--- src/rtl/xalu_div_engine_if.sv ---
// Shared types for the XALU divide path and the FIFO/result bus between the IU side
// and the divider.
package xalu_div_pkg;
  localparam int NTHREADIDMSB = 2;
  localparam bit LUTRAMPROT   = 1'b1;

  localparam logic [1:0] c_UDIV = 2'd0;
  localparam logic [1:0] c_SDIV = 2'd1;

  typedef struct packed {
    logic clk;
  } iu_clk_type;

  typedef struct packed {
    logic [NTHREADIDMSB:0] tid;
    logic [31:0]           op1;
    logic [31:0]           op2;
    logic [1:0]            mode;
  } xalu_in_fifo_type;

  typedef struct packed {
    logic [31:0] y;
  } y_reg_type;

  typedef struct packed {
    logic [31:0] res;
    logic [31:0] y;
    logic        n;
    logic        z;
    logic        v;
    logic        parity;
  } xalu_fu_data_type;

  typedef struct packed {
    logic                  valid;
    logic [NTHREADIDMSB:0] tid;
    xalu_fu_data_type      data;
  } xalu_fu_out_type;
endpackage

interface xalu_div_engine_if;
  import xalu_div_pkg::*;

  xalu_in_fifo_type din;
  y_reg_type        yin;
  logic             en;
  logic             re;
  xalu_fu_out_type  dout;

  modport master (output din, output yin, output en, input re, input dout);
  modport slave  (input din, input yin, input en, output re, output dout);
endinterface

--- src/rtl/xalu_div_engine.sv ---
// Sequential radix-2 restoring divider for SPARC V8 UDIV/SDIV: pops one request from
// the input FIFO, runs 32 shift-subtract steps and emits one tagged, saturated result.
module xalu_div_engine
  import xalu_div_pkg::*;
(
  input iu_clk_type        gclk,
  input logic              rst,
  xalu_div_engine_if.slave bus
);

  typedef enum logic [1:0] {IDLE, PREP, ITER, DONE} state_t;

  state_t                r_state;
  state_t                w_state_next;
  logic                  w_re;
  logic                  w_done_entry;

  logic [NTHREADIDMSB:0] r_tid;
  logic [31:0]           r_op1;
  logic [31:0]           r_op2;
  logic [31:0]           r_y;
  logic                  r_signed;
  logic                  r_neg;
  logic [31:0]           r_rem;
  logic [31:0]           r_quo;
  logic [31:0]           r_div;
  logic [4:0]            r_cnt;
  xalu_fu_out_type       r_dout;

  logic [63:0]           w_dividend;
  logic [63:0]           w_abs_dividend;
  logic [31:0]           w_abs_divisor;
  logic                  w_ovf_early;
  logic [32:0]           w_win;
  logic                  w_qbit;
  logic [31:0]           w_rem_next;
  logic [31:0]           w_q_iter;
  logic                  w_ovf_in;
  logic [31:0]           w_q;
  logic [31:0]           w_res;
  logic                  w_v;
  logic                  w_n;
  logic                  w_z;
  logic                  w_par;

  always_ff @(posedge gclk.clk) begin
    if (rst) r_state <= IDLE;
    else     r_state <= w_state_next;
  end

  always_comb begin
    w_state_next = r_state;
    w_re         = 1'b0;
    w_done_entry = 1'b0;
    case (r_state)
      IDLE: begin
        if (bus.en) begin
          w_re         = 1'b1;
          w_state_next = PREP;
        end
      end
      PREP: begin
        w_done_entry = w_ovf_early;
        w_state_next = w_ovf_early ? DONE : ITER;
      end
      ITER: begin
        if (r_cnt == 5'd31) begin
          w_done_entry = 1'b1;
          w_state_next = DONE;
        end
      end
      DONE: begin
        if (bus.en) begin
          w_re         = 1'b1;
          w_state_next = PREP;
        end else begin
          w_state_next = IDLE;
        end
      end
      default: w_state_next = IDLE;
    endcase
    if (rst) w_re = 1'b0;
  end

  // Magnitudes are taken once in PREP; the iteration itself is purely unsigned.
  assign w_dividend     = {r_y, r_op1};
  assign w_abs_dividend = (r_signed && w_dividend[63]) ? -w_dividend : w_dividend;
  assign w_abs_divisor  = (r_signed && r_op2[31]) ? -r_op2 : r_op2;
  assign w_ovf_early    = (w_abs_dividend[63:32] >= w_abs_divisor);

  // The partial remainder always stays below the divisor, so the difference fits 32 bits.
  assign w_win      = {r_rem, r_quo[31]};
  assign w_qbit     = (w_win >= {1'b0, r_div});
  assign w_rem_next = w_qbit ? (w_win[31:0] - r_div) : w_win[31:0];
  assign w_q_iter   = {r_quo[30:0], w_qbit};

  assign w_ovf_in = (r_state == PREP);
  assign w_q      = w_ovf_in ? 32'd0 : w_q_iter;

  always_comb begin
    w_res = w_q;
    w_v   = 1'b0;
    if (!r_signed) begin
      if (w_ovf_in) begin
        w_res = 32'hFFFF_FFFF;
        w_v   = 1'b1;
      end
    end else if (!r_neg) begin
      if (w_ovf_in || (w_q > 32'h7FFF_FFFF)) begin
        w_res = 32'h7FFF_FFFF;
        w_v   = 1'b1;
      end
    end else begin
      if (w_ovf_in || (w_q > 32'h8000_0000)) begin
        w_res = 32'h8000_0000;
        w_v   = 1'b1;
      end else begin
        w_res = -w_q;
      end
    end
    w_n   = w_res[31];
    w_z   = (w_res == 32'd0);
    w_par = LUTRAMPROT ? ^{w_res, w_n, w_z, w_v} : 1'b0;
  end

  always_ff @(posedge gclk.clk) begin
    if (rst) begin
      r_tid    <= '0;
      r_op1    <= '0;
      r_op2    <= '0;
      r_y      <= '0;
      r_signed <= 1'b0;
      r_neg    <= 1'b0;
      r_rem    <= '0;
      r_quo    <= '0;
      r_div    <= '0;
      r_cnt    <= '0;
      r_dout   <= '0;
    end else begin
      if (w_re) begin
        r_tid    <= bus.din.tid;
        r_op1    <= bus.din.op1;
        r_op2    <= bus.din.op2;
        r_y      <= bus.yin.y;
        r_signed <= (bus.din.mode == c_SDIV);
        r_neg    <= (bus.din.mode == c_SDIV) & (bus.yin.y[31] ^ bus.din.op2[31]);
      end
      case (r_state)
        PREP: begin
          r_rem <= w_abs_dividend[63:32];
          r_quo <= w_abs_dividend[31:0];
          r_div <= w_abs_divisor;
          r_cnt <= '0;
        end
        ITER: begin
          r_rem <= w_rem_next;
          r_quo <= w_q_iter;
          r_cnt <= r_cnt + 5'd1;
        end
        default: ;
      endcase
      r_dout.valid <= w_done_entry;
      if (w_done_entry) begin
        r_dout.tid         <= r_tid;
        r_dout.data.res    <= w_res;
        r_dout.data.y      <= 32'd0;
        r_dout.data.n      <= w_n;
        r_dout.data.z      <= w_z;
        r_dout.data.v      <= w_v;
        r_dout.data.parity <= w_par;
      end
    end
  end

  assign bus.re   = w_re;
  assign bus.dout = r_dout;

endmodule

--- src/flat_wrapper.sv ---
// flat-port wrapper written by rule: the top's interface ports become plain ports
module xalu_div_engine_flat import xalu_div_pkg::*;
  (gclk, rst, bus_din, bus_yin, bus_en, bus_re, bus_dout);
  xalu_div_engine_if bus_i ();
  input iu_clk_type gclk;
  input logic rst;
  input wire logic [$bits(bus_i.din)-1:0] bus_din;
  input wire logic [$bits(bus_i.yin)-1:0] bus_yin;
  input wire logic [$bits(bus_i.en)-1:0] bus_en;
  output wire logic [$bits(bus_i.re)-1:0] bus_re;
  output wire logic [$bits(bus_i.dout)-1:0] bus_dout;
  assign bus_i.din = bus_din;
  assign bus_i.yin = bus_yin;
  assign bus_i.en = bus_en;
  assign bus_re = bus_i.re;
  assign bus_dout = bus_i.dout;
  xalu_div_engine u_core (.gclk(gclk), .rst(rst), .bus(bus_i));
endmodule
--- config.mk ---
export PLATFORM = sky130hd
export DESIGN_NAME = xalu_div_engine_flat
export DESIGN_NICKNAME = d
export VERILOG_FILES = /design/src/rtl/xalu_div_engine_if.sv /design/src/rtl/xalu_div_engine.sv /design/src/flat_wrapper.sv
export SDC_FILE = /design/constraint.sdc
export NUM_CORES = 1
export LEC_CHECK = 0
export ABC_AREA = 1
export CAP_MARGIN = 20
export CORE_MARGIN = 2
export CORE_UTILIZATION = 40
export DETAILED_ROUTE_END_ITERATION = 10
export GPL_ROUTABILITY_DRIVEN = 0
export PLACE_DENSITY = 0.57
export SETUP_SLACK_MARGIN = 0.1
export SLEW_MARGIN = 20
export SYNTH_ARGS = -nofsm -noshare
export SYNTH_HDL_FRONTEND = slang
export SYNTH_SLANG_ARGS = --single-unit
--- constraint.sdc ---
create_clock -name gclk -period 9.7 [get_ports gclk]
set_input_delay 2.425 -clock gclk [delete_from_list [all_inputs] [get_ports gclk]]
set_output_delay 2.425 -clock gclk [all_outputs]
set_load 0.01 [all_outputs]
==> parameters.txt <==
Parameter                              Value

Cells and area
  Fin util ... 0.465
  Synthesis-to-layout area growth ... 15.5%
  Share of cells above drive strength 1 ... 0.0560
  Final layout net count ... 2834
  Count of non-filler cells in the finished layout ... 3217

Route
  Post-route DRC violation count ... 0
  Number of design-rule violations left by the first detailed-router iteration ... 1394
  Drt pass-1 iters ... 6
  Via count ... 17.1k
  Final antenna-violating net count ... 0
  Routed wire length ... 55.2 mm
  Number of vias per cell ... 5.30
  Detail-routed net length per standard cell ... 17.1 um

Placement
  Total instance count after detailed placement ... 3163
  Port buffer count ... 144
  Sum of net half-perimeters after detailed placement ... 41.8 mm

Synth
  Number of enable-type register cells in the synthesized netlist ... 0
  Most area-consuming cells after synthesis ... dfxtp_1 29%, nand2_1 12%, inv_1 7.4%, o21ai_0 7.4%, a21oi_1 6.8%
  Synth Register Bits ... 243
  Cell count after synthesis ... 2586
  Most instantiated flip-flop cell in the synthesis netlist ... dfxtp_1
  Area share of the leading cell type in the synthesized netlist ... 0.289
  Yosys synthesis warning count ... 0
  Sequential cell area fraction in the yosys report ... 0.289
  Top cell type by total area after synthesis ... dfxtp_1
  Total standard cell area after synthesis ... 16800 um^2
  Asr flop ratio synth ... 0
  Count of unique library cells instantiated by Yosys ... 60
  Average instance area after synthesis ... 6.51 um^2

GRT
  Total global-route track usage ... 0.250
  GR met3 Demand/Resource ... 0.0413
  Final global-route overflow total ... 0
  Met2 layer usage reported by global route ... 0.375
  Largest net degree at the start of global routing ... 102
  Fraction of met1 tracks used by global routing ... 0.373
  Number of global-route vias before repair ... 15.9k
  Number of antenna violations at the first check in global routing ... 1
  Global-route wire length before repair ... 87.4 mm
  Global-route layer with the greatest usage ... met2

CTS
  Max Root-Sink Buffers ... 3
  Total clock sinks ... 243
  Clock latency of the later-clocked register in the worst-skew pair ... 570 ps
  TritonCTS clock tree ... built
  CTS clk-pin slew, worst paths ... 60 ps
  Post-cts hold buffer count ... 0
  Maximum level of the CTS H-tree ... 1
  Post-CTS setup buffer count ... 0
  Post-cts resize count ... 0
  Root cell of the clock tree ... clkbuf_16
  Number of buffers created by CTS ... 29

Pwr
  Worst IR drop on VDD ... 0.244 mV
  P_leak ... 8.93 nW
  Power density cells ... 381 nW/um^2

Critical path
  Arrival time of the worst setup path ... 4110 ps
  R2R Path End ... u_core.bus.dout[69]
  Worst Reg-to-Reg Cells ... 26
  Capturing element type of the critical path ... output pin
  Maximum fanout along the worst path ... 97
  Critical path data required time ... 7280 ps
  Reg-to-reg critical path startpoint ... u_core.r_op1[0]
  Register-to-register setup slack ... 3790 ps
  Launching element type of the critical path ... input pin
  Worst Path Class, Setup ... input pin to output pin

Die
  # rows ... 75
  Core area ... 41800 um^2
  I/O pins ... 177
  Initial core utilization ... 0.403
  Horizontal die dimension ... 209 um
  Overall die area ... 43700 um^2
  Die height ... 209 um

Hold path
  Origin of the worst min-delay path ... u_core.r_tid[2]
  Path type of the worst min-delay path ... register to register
  Endpoint with the worst hold slack ... u_core.bus.dout[70]
  Worst hold stages ... 2

STA
  Min cycle time layout ... 6540 ps
  Total negative setup slack ... 0 ps
  Clock skew after layout ... 9.06 ps
  Unrepaired setup endpoints after global routing ... false
  Setup violations, final ... 0
  Worst-Margin Slew ... 952 ps
  Max transition margin ... 0.361
  Fraction of the cycle the final worst path needs ... 0.674
  Total count of hold-check failures in the final report ... 0
  Peak Freq ... 0.153 GHz
  Final max-slew violation count ... 0
  Final Hold Slack ... 465 ps

Status
  Outcome ... finished, final reports clean

Flow run
  Maximum capacitance violations ... 0
worst max-delay path, cell delays in order:
cell             delay, ps
buf_2                  120
inv_4                  580
nand3_4                190
inv_1                  140
clkdlybuf4s50_1        550
placed cells by master (no fill, tap or decap), types with 6 or more instances in the layout:
cell type        synthesis  routed
clkbuf_8                 0       6
nor2_2                  10      10
o21ai_1                 12      11
nor2_1                 195     194
conb_1                   1      32
clkdlybuf4s50_1          0     143
inv_2                   16      16
nand4_1                 26      26
nand2_2                 17      17
a31oi_1                 43      43
clkbuf_16                0      29
xor2_1                  84      84
nand2_4                  8       8
o22ai_1                 20      20
nor3_1                  31      31
o211ai_1                36      36
xnor2_1                 21      21
dfxtp_1                243     243
ha_1                    74      73
nor4_1                   9       9
nand3_1                142     141
nand3_2                  8       8
buf_4                   36      14
a21oi_1                229     229
nor3_2                   6       6
inv_1                  332     330
nand2_1                546     546
nand3b_1                 8       8
o221ai_1                15      15
o21ai_0                249     249
routing by layer:
layer	share of wire	up-vias
met5	0	-
met4	0.020	0
met3	0.080	64
met2	0.41	578
met1	0.49	7827
li1	-	8587
report_power, final:
| group | total, mW | switching (mW) | leakage [nW] | internal (mW) |
|---|---|---|---|---|
| clock network | 1.15 | 0.452 | 0.487 | 0.698 |
| registers | 1.45 | 0.205 | 1.98 | 1.25 |
| logic | 4.80 | 3.20 | 6.46 | 1.60 |
worst max-delay path by stage:
stage             end  slack, ps  from
2_1_floorplan  bus_re       3940   rst
3_3_place_gp   bus_re       3220   rst
6_report       bus_re       3160   rst
3_5_place_dp   bus_re       3190   rst
5_1_grt        bus_re       3060   rst
4_1_cts        bus_re       3170   rst
Yosys cell counts, types with 2 or more instances:
master,number
buf_4,36
buf_6,4
clkinv_1,4
nor3_2,6
nor2_1,195
a22oi_1,2
o21ai_1,12
o211a_1,2
o22ai_1,20
dfxtp_1,243
inv_2,16
nand3_2,8
nor4_1,9
o31ai_1,3
nand3_1,142
nor2_4,2
nand2_4,8
a31oi_1,43
nor2_2,10
nand3b_1,8
a221oi_1,4
buf_2,3
inv_1,332
buf_1,7
and3_1,2
o21a_1,5
xor2_1,84
or2_2,4
o211ai_1,36
nand2_1,546
o21bai_1,3
clkbuf_1,99
nand2_2,17
o21ai_0,249
nand4_1,26
a21oi_1,229
xnor2_1,21
a21oi_2,3
a21o_1,5
ha_1,74
nor3_1,31
o221ai_1,15
per-stage QoR:
step	area, um^2	power, mW	setup slack [ps]
after global placement	18400	6.13	3220
after CTS	19400	7.37	3170
after floorplan	16900	5.05	3940
after detailed placement	18400	6.19	3190
final	19400	7.40	3160
after global routing	19400	8.13	3060
registers in the layout, indices dropped and copies added (netlist names):
register,flops
u_core.bus.dout,39
u_core.r_div,32
u_core.r_op1,32
u_core.r_op2,32
u_core.r_quo,32
u_core.r_rem,32
u_core.r_y,32
u_core.r_cnt,5
u_core.r_tid,3
u_core.r_state,2
u_core.r_neg,1
u_core.r_signed,1
cell type report:
type	instances	area (um^2)
clock inverter	13	176
multi-input combinational	1870	10000
timing repair buffer	158	1540
inverter	353	1330
tap	539	674
clock buffer	40	827
sequential	243	4860
antenna	1	2.50
fill	4339	22300
logic make-up (layout without fill, tap and decap cells):
kind of cell	after synthesis	after routing	share of synthesized area
buffers and inverters	504	564	0.124
xor gates and xnor gates	106	106	0.0556
AOI/OAI and AO/OA	640	640	0.212
adders and majority gates	75	75	0.0562
and+or+nand+nor	1017	1017	0.262
DFF	243	243	0.289
other	1	33	0.000223
(Power assumes the default switching activity.)
